==> src/rtl/player_mover.sv <==
// Horizontal motion controller for the player sprite: turns the held arrow
// scan code into clamped, accelerating left/right steps on a periodic tick.
module player_mover #(
  parameter int         COL_W       = 11,
  parameter int         TICK_DIV    = 250000,
  parameter int         START_COL   = 340,
  parameter int         SPRITE_W    = 80,
  parameter int         MIN_COL     = 0,
  parameter int         MAX_COL     = 640,
  parameter int         MAX_SPEED   = 4,
  parameter int         ACCEL_TICKS = 8,
  parameter logic [7:0] LEFT_CODE   = 8'h6B,
  parameter logic [7:0] RIGHT_CODE  = 8'h74
) (
  input  logic             clk,
  input  logic             reset,
  input  logic [7:0]       scan_code,
  input  logic             freeze,
  input  logic             restart,
  output logic [COL_W-1:0] begin_column,
  output logic [COL_W-1:0] end_column,
  output logic [2:0]       speed,
  output logic             moving,
  output logic             at_left,
  output logic             at_right
);

  localparam int CNT_W = (TICK_DIV > 2) ? $clog2(TICK_DIV) : 1;
  localparam int ACC_W = $clog2(ACCEL_TICKS + 1);

  localparam logic [CNT_W-1:0] CNT_LAST = CNT_W'(TICK_DIV - 1);
  localparam logic [ACC_W-1:0] ACC_LAST = ACC_W'(ACCEL_TICKS - 1);
  localparam logic [2:0]       SPD_MAX  = 3'(MAX_SPEED);
  localparam logic [COL_W-1:0] START_V  = COL_W'(START_COL);
  localparam logic [COL_W-1:0] SPR_V    = COL_W'(SPRITE_W);
  localparam logic [COL_W-1:0] MIN_V    = COL_W'(MIN_COL);
  localparam logic [COL_W-1:0] MAX_V    = COL_W'(MAX_COL);
  localparam logic [COL_W-1:0] RLIM_V   = COL_W'(MAX_COL - SPRITE_W);

  typedef enum logic [1:0] {IDLE, MOVE_L, MOVE_R, FROZEN} state_t;

  state_t             state_q, state_d;
  logic [CNT_W-1:0]   cnt_q, cnt_d;
  logic [ACC_W-1:0]   accel_q, accel_d;
  logic [2:0]         speed_q, speed_d;
  logic [COL_W-1:0]   begin_q, begin_d;
  logic [COL_W-1:0]   end_q, end_d;
  logic               moving_q, at_left_q, at_right_q;
  logic               tick;
  logic               go_left, go_right;
  logic [COL_W:0]     sum;

  assign tick     = (cnt_q == CNT_LAST);
  assign go_left  = (scan_code == LEFT_CODE);
  assign go_right = (scan_code == RIGHT_CODE);

  always_comb begin
    state_d = state_q;
    speed_d = speed_q;
    accel_d = accel_q;
    begin_d = begin_q;
    sum     = '0;
    cnt_d   = (restart || tick) ? '0 : cnt_q + 1'b1;
    if (restart) begin
      state_d = IDLE;
      speed_d = '0;
      accel_d = '0;
      begin_d = START_V;
    end else if (freeze) begin
      state_d = FROZEN;
      speed_d = '0;
      accel_d = '0;
    end else if (state_q == FROZEN) begin
      state_d = IDLE;
    end else if (tick) begin
      if (go_left || go_right) begin
        // Same direction continues the ramp; a new direction is a fresh entry.
        if ((go_left && state_q == MOVE_L) || (go_right && state_q == MOVE_R)) begin
          if (accel_q == ACC_LAST && speed_q < SPD_MAX) begin
            speed_d = speed_q + 3'd1;
            accel_d = '0;
          end else if (accel_q != ACC_LAST) begin
            accel_d = accel_q + 1'b1;
          end
        end else begin
          state_d = go_left ? MOVE_L : MOVE_R;
          speed_d = 3'd1;
          accel_d = '0;
        end
        if (go_left) begin
          if ({1'b0, begin_q} < ({1'b0, MIN_V} + (COL_W+1)'(speed_d)))
            begin_d = MIN_V;
          else
            begin_d = begin_q - COL_W'(speed_d);
        end else begin
          sum = {1'b0, begin_q} + (COL_W+1)'(speed_d);
          begin_d = (sum > {1'b0, RLIM_V}) ? RLIM_V : sum[COL_W-1:0];
        end
      end else begin
        state_d = IDLE;
        speed_d = '0;
        accel_d = '0;
      end
    end
    end_d = begin_d + SPR_V;
  end

  always_ff @(posedge clk) begin
    if (reset) begin
      state_q    <= IDLE;
      cnt_q      <= '0;
      speed_q    <= '0;
      accel_q    <= '0;
      begin_q    <= START_V;
      end_q      <= START_V + SPR_V;
      moving_q   <= 1'b0;
      at_left_q  <= (START_V == MIN_V);
      at_right_q <= ((START_V + SPR_V) == MAX_V);
    end else begin
      state_q    <= state_d;
      cnt_q      <= cnt_d;
      speed_q    <= speed_d;
      accel_q    <= accel_d;
      begin_q    <= begin_d;
      end_q      <= end_d;
      moving_q   <= (state_d == MOVE_L) || (state_d == MOVE_R);
      at_left_q  <= (begin_d == MIN_V);
      at_right_q <= (end_d == MAX_V);
    end
  end

  assign begin_column = begin_q;
  assign end_column   = end_q;
  assign speed        = speed_q;
  assign moving       = moving_q;
  assign at_left      = at_left_q;
  assign at_right     = at_right_q;

endmodule

==> config.mk <==
export PLATFORM = sky130hd
export DESIGN_NAME = player_mover
export DESIGN_NICKNAME = d
export VERILOG_FILES = /design/src/rtl/player_mover.sv
export SDC_FILE = /design/constraint.sdc
export NUM_CORES = 1
export LEC_CHECK = 0
export CORE_MARGIN = 2
export CORE_UTILIZATION = 47
export CTS_BUF_LIST = sky130_fd_sc_hd__clkbuf_2 sky130_fd_sc_hd__clkbuf_4 sky130_fd_sc_hd__clkbuf_8
export DETAILED_ROUTE_END_ITERATION = 10
export GPL_TIMING_DRIVEN = 0
export PLACE_DENSITY = 0.77
export SYNTH_ARGS = -nofsm -noshare
export SYNTH_HDL_FRONTEND = slang
export SYNTH_SLANG_ARGS = --single-unit
export TNS_END_PERCENT = 30
==> constraint.sdc <==
create_clock -name clk -period 10.9 [get_ports clk]
set_input_delay 1.09 -clock clk [delete_from_list [all_inputs] [get_ports clk]]
set_output_delay 1.09 -clock clk [all_outputs]
set_load 0.05 [all_outputs]
======== Yosys cells after proc, flatten, opt, wreduce, memory -nomap -nowiden ========
Index checks and enable logic that the tools add are counted.
storage, ports and cells
  output and inout port bits .............. 28
  word-level logic and storage cells ...... 70
  flip-flop bits (word level) ............. 52
cells by class
  reductions and logical operators ........ 12
  $add $sub $neg .......................... 6
  equal/unequal tests ..................... 12
  bitwise logic cells ..................... 1
  muxes and demuxes ....................... 27
  order comparisons ....................... 3
operator list
  kind                     number
  $mux W11                 8
  $mux W3                  8
  $add A18 B1 Y18 const B  1
  $eq A18 B18 Y1 const B   1
  $eq A8 B7 Y1 const B     2
  $mux W4                  4
  $mux W2                  7
  $add A11 B3 Y12          1
  $gt A12 B10 Y1 const B   1
  $add A11 B7 Y11 const B  1
  $eq A11 B10 Y1 const B   1
  $logic_not A11 Y1        1
  $lt A11 B3 Y1            1
  $sub A11 B3 Y11          1
  $eq A2 B2 Y1 const B     3
  $add A4 B1 Y4 const B    1
  $eq A2 B1 Y1 const B     2
  $eq A4 B3 Y1 const B     1
  $logic_or A1 B1 Y1       4
  $ne A4 B2 Y1 const B     1
  $ne A4 B3 Y1 const B     1
  $add A3 B1 Y3 const B    1
  $logic_and A1 B1 Y1      3
  $lt A3 B3 Y1 const B     1
  other kinds (5)          5

======== Longest topological paths before layout ========
Gate-level depths: netlist of run 1.
  word-level depth ........................ 20
  depth in mapped cells ................... 21
  mapped depth without buffers ............ 19

======== Worst setup path after synthesis of run 1 ========
Ideal clock, no wire load.
  kind .................................... input -> register
  start point ............................. input scan_code[4]
  end point ............................... register end_q[5], in the netlist end_column[5]
  path buffers ............................ 2
  library setup time ...................... 123 ps
  slack ................................... 5715 ps
  stages .................................. 19
  arrival ................................. 5062 ps
  path through ............................ and4bb_2 -> and3_1 -> buf_2 -> nand2_1 -> o21ai_0 -> and2_1 -> nand2_1 -> ha_1 -> fa_1 -> nor2b_1 -> or2_0 -> buf_2 -> or4_1 -> nand3_2 -> a31oi_4 -> a2bb2oi_4 -> or2_2 -> ha_1 -> or2_2
between the ends
  cells in the longest elaborated chain, start to end .. 19
  elaborated cells on any way between the ends .. 25
  those cells by class .................... add/sub (3); order compare (2); eq/ne (2); mux (14); reduce/logical (4)
ends and longest elaborated chain
  what                             line    text
  from (decl)                      17      input logic [7:0] scan_code,
  $eq A8 B7 Y1 (on tied branches)  54, 55
  $logic_and A1 B1 Y1              78      if ((go_left && state_q == MOVE_L) || (go_right && state_q == MOVE_R)) begin
  $logic_or A1 B1 Y1               78
  $mux W3                          78
  $mux W3                          76      if (go_left || go_right) begin
  $mux W3                          75      end else if (tick) begin
  $mux W3                          73      end else if (state_q == FROZEN) begin
  $mux W3                          69      end else if (freeze) begin
  [... 4 more ...]                 --
  $mux W11                         90      if (go_left) begin
  $mux W11 (*)                     76
  $mux W11 (*)                     75
  $mux W11 (*)                     73
  $mux W11 (*)                     69
  $mux W11 (*)                     64      if (restart) begin
  $add A11 B7 Y11 (*)              105     end_d = begin_d + SPR_V;
  net end_d[5]                     47      logic [COL_W-1:0] end_q, end_d;
  to (signal assigned)             115     end_q <= START_V + SPR_V;
  to (signal assigned)             125     end_q <= end_d;
  to (decl)                        47
The timed path passes the listed nets; every way through them passes the cells marked *. The select of a mux whose other input is x is not followed.
A chain may end at the register's enable or synchronous reset.

======== Worst setup path in the final report of run 1 ========
  start point ............................. input scan_code[0]
  end point ............................... register at_right_q, in the netlist at_right
between the ends
  cells in the longest elaborated chain, start to end .. 20
  elaborated cells on any way between the ends .. 26
  those cells by class .................... add/sub (3); order compare (2); eq/ne (3); mux (14); reduce/logical (4)
ends and longest elaborated chain
  what                             line    text
  $eq A8 B7 Y1 (on tied branches)  54, 55
  $logic_and A1 B1 Y1              78
  $logic_or A1 B1 Y1               78
  $mux W3                          78
  $mux W3                          76
  $mux W3                          75
  $mux W3                          73
  $mux W3                          69
  [... 4 more ...]                 --
  $mux W11                         90
  $mux W11 (*)                     76
  $mux W11 (*)                     75
  $mux W11 (*)                     73
  $mux W11 (*)                     69
  $mux W11 (*)                     64
  $add A11 B7 Y11 (*)              105
  $eq A11 B10 Y1 (*)               128     at_right_q <= (end_d == MAX_V);
  to (signal assigned)             118     at_right_q <= ((START_V + SPR_V) == MAX_V);
  to (signal assigned)             128
  to (decl)                        48      logic moving_q, at_left_q, at_right_q;
Every way passes the cells marked *; elsewhere a longest branch is shown, timed or not. The select of a mux whose other input is x is not followed.

==> results of run 1 <==
metrics by stage:
stage                     std cells  utilization [%]  setup WS (ns)
after CTS                       551             57.9           5.06
after floorplan                 409                -           5.71
after global placement          543             55.9           4.81
after detailed placement        543             55.9           4.75
final                           551             57.9           4.96
after global routing            551             57.9           4.48
final cells by class:
type | instances | area [sq um]
multi-input combinational | 323 | 2160
tap | 96 | 120
timing repair buffer | 38 | 380
clock buffer | 5 | 68.8
inverter | 15 | 56.3
sequential | 48 | 961
clock inverter | 3 | 68.8
buffer | 23 | 121
fill | 627 | 2860
report_power, final:
| part | switching [mW] | total (mW) | internal [mW] | leakage [nW] |
|---|---|---|---|---|
| clock network | 0.0648 | 0.157 | 0.0924 | 0.0687 |
| logic | 0.00696 | 0.0126 | 0.00565 | 0.951 |
| registers | 0.000673 | 0.177 | 0.176 | 0.387 |
logic make-up (layout without fill, tap and decap cells):
family	after synthesis	after routing	share of synthesized area, %
adder cells (fa/ha/maj)	12	12	5.01
multiplexers	4	4	1.37
flip-flops	48	48	29.1
AO/OA/AOI/OAI	89	89	20.2
buffers and inverters	38	84	5.39
XOR/XNOR	23	23	6.11
AND/OR/NAND/NOR	195	195	32.8
cells in the mapped netlist (7+ instances only):
master,number
buf_2,10
and3_1,9
inv_1,15
nor3_1,14
a21oi_1,18
ha_1,10
clkbuf_1,7
nand3_1,15
o21ai_0,13
nand4_1,7
xnor2_1,12
xor2_1,11
nor2_1,56
nand2_1,32
dfxtp_1,48
worst register-to-register path, delay by kind of cell, from the launching register on:
family,cells,cell delay [ns]
and+or+nand+nor,9,2.20
adders and majority gates,4,1.20
buffers and inverters,1,0.16
DFF,1,0.38
xor gates and xnor gates,1,0.17
AOI/OAI and AO/OA,2,0.33
state kept, by name, indices dropped and copies added (netlist names):
register and count:
speed 3, state_q 2, at_right 1, cnt_q 18, accel_q 4, at_left 1
end_column 7, begin_column 11, moving 1
layout by cell type, fill, tap and decap left out, drive strengths merged, types with 3 or more instances in the layout:
master | synthesis | routed
nor2 | 57 | 57
dfxtp | 48 | 48
clkdlybuf4s50 | 0 | 38
nand2 | 33 | 33
a21oi | 19 | 19
o21ai | 18 | 18
inv | 15 | 16
nand3 | 16 | 16
buf | 16 | 16
nor3 | 14 | 14
xnor2 | 12 | 12
clkbuf | 7 | 12
xor2 | 11 | 11
ha | 10 | 10
and3 | 10 | 10
nand4 | 9 | 9
nor4 | 8 | 8
or2 | 7 | 7
nor2b | 6 | 6
and2 | 6 | 6
nand2b | 6 | 6
o211ai | 5 | 5
o31ai | 5 | 5
or4 | 4 | 4
a211o | 4 | 4
or3 | 4 | 4
a31oi | 4 | 4
o21a | 3 | 3
mux2i | 3 | 3
a21o | 3 | 3
final timing paths:
| check | start | to | slack (ns) | cells after the start |
|---|---|---|---|---|
| worst max register to register | accel_q[0]$_SDFFE_PP0P_ | end_column[5]$_SDFF_PP1_ | 6.36 | 17 |
| worst min-delay path | cnt_q[0]$_SDFF_PP0_ | cnt_q[0]$_SDFF_PP0_ | 0.46 | 1 |
| worst max-delay path | scan_code[0] | at_right$_SDFF_PP0_ | 4.96 | 19 |
| worst min register to register | cnt_q[0]$_SDFF_PP0_ | cnt_q[0]$_SDFF_PP0_ | 0.46 | 1 |
layer usage:
layer	wire length, microns	part of all wire, %	vias up
met1	3860	45	1494
li1	-	-	1563
met2	4030	47	123
met4	218	2.5	0
met5	0	0	-
met3	466	5.4	28
==> out/metrics.cfg, run 1 <==
[outcome]
status = complete, no violations

[sta]
relSlewSlack_pct = 51.2
timing.hold.ws_ns = 0.458
hold_viol_final = 0
setup_viol = 0
fin_crit_ns = 5.94
skew_ns = 0.0100
finalCritPeriodShare_pct = 54.5
rsz0062_at_grt = false
drv_slew = 0
max_freq_ghz = 0.168
worst_pin_slew_ns = 0.727
tns_ns = 0

[setup_path]
critPathBufInv = 3
crit_slowest_cell = nor3_1
worstPathArrival_ns = 6.18
cp-start-kind = input pin
crit_type = input pin to flip-flop
cp.required_ns = 11.15
crit_top_cell = nand2_1
critical-path-top-delay-family = simple AND/OR/NAND/NOR gates
crit_chain = clkdlybuf4s50_1 -> and4bb_2 -> and3_1 -> buf_2 -> nand2_1 -> o21ai_0 -> nand2_1 -> nor2_1 -> inv_1 -> ha_1 -> nor3b_1 -> nor3_1 -> o21a_1 -> nor4_4 -> a2111oi_1 -> o2111ai_1 -> a211oi_1 -> nand4_1 -> a21oi_1
slowest_delay_ns = 0.61
end_kind = flip-flop
crit_fanout = 10

[clocking]
cts-htree-levels = 2
post_cts_resized = 0
cts_setup_buffers = 0
cts_hold_buf = 0
cts_buffers = 5
cts_tree = yes
clkSinkCount = 48
cts_buffer_depth = 2
clk_latency_ns = 0.31
cts-root-buf = clkbuf_8
clkSlewWorstSetupHoldPaths_ns = 0.10

[synthesis]
syn_inst = 409
synth_edf_count = 0
syn_area_sq_mm = 0.00330
synth_nets = 433
synth_top_area_share_pct = 29.1
synthDistinctLibCells = 82
ys.flop_type = dfxtp_1
yosysWarnings = 0
synth-seq-area-share_pct = 29.1
yosys.area.top_type = dfxtp_1
ys_top_cells_by_area = dfxtp_1 (29%), nor2_1 (6.4%), ha_1 (3.8%), nand2_1 (3.6%), xnor2_1 (3.2%)
avgSynthCellArea_sq_um = 8.06
ys_ff_latch = 48
async_flop_share_pct = 0

[finish]
final_cell_area_sq_mm = 0.00394
antenna_cells = 0
layout.nets = 478
syn2layout_area_growth_pct = 19.4
drive_above_1_share_pct = 10.3

[grt]
grt-busiest-layer = met2
grt.overflow.total = 0
use_met3_pct = 3.58
grt_use_met2_pct = 38.2
grt_pass1_wl_microns = 14000
track_usage_pct = 22.8
grt_max_degree = 17
grt_pass1_vias = 3038
grt_util_met1_pct = 29.7
antenna_found_initial = 0

[floorplanning]
rows = 30
pin_count = 40
dieHeight_microns = 87.8
start_util_pct = 48.5
core_area_sq_mm = 0.00679
fp.dieW_microns = 87.8
die_area_sq_mm = 0.00770

[detailed_routing]
wl_microns = 8570
vias = 3208
wl_per_cell_microns = 15.6
viasPerCell = 5.82
drc = 0
drtIter0Drc = 263
first_pass_iters = 6
ant_nets = 0

[power_and_ir_drop]
total_power_mw = 0.347
cellLeakagePower_nw = 1.41
ir_drop_mv = 0.0565
cellPowerDensity_mw_per_mm2 = 88.1

[place]
dp_hpwl_microns = 6410
io_buffers = 38
placed_cell_area_sq_mm = 0.00380
gp_congestion = 0.989

[min_path]
hp-class = flip-flop to flip-flop

[job]
max-cap-violations = 0

Power figures use the tool's default switching activity.
==> run 2, diff against run 1 <==
Clock period 10.9 ns to 5.95 ns, I/O delays scaled along.
==> results of run 2 <==
The final DEF is identical to that of run 1. Status: complete, no violations.
Main changes from that run: setup slack after placement 4.75 ns -> 0.299 ns; setup slack after layout 4.96 ns -> 0.509 ns; register-to-register setup slack 6.36 ns -> 1.41 ns; total power 0.347 mW -> 0.635 mW; worst IR drop on VDD 0.0565 mV -> 0.104 mV
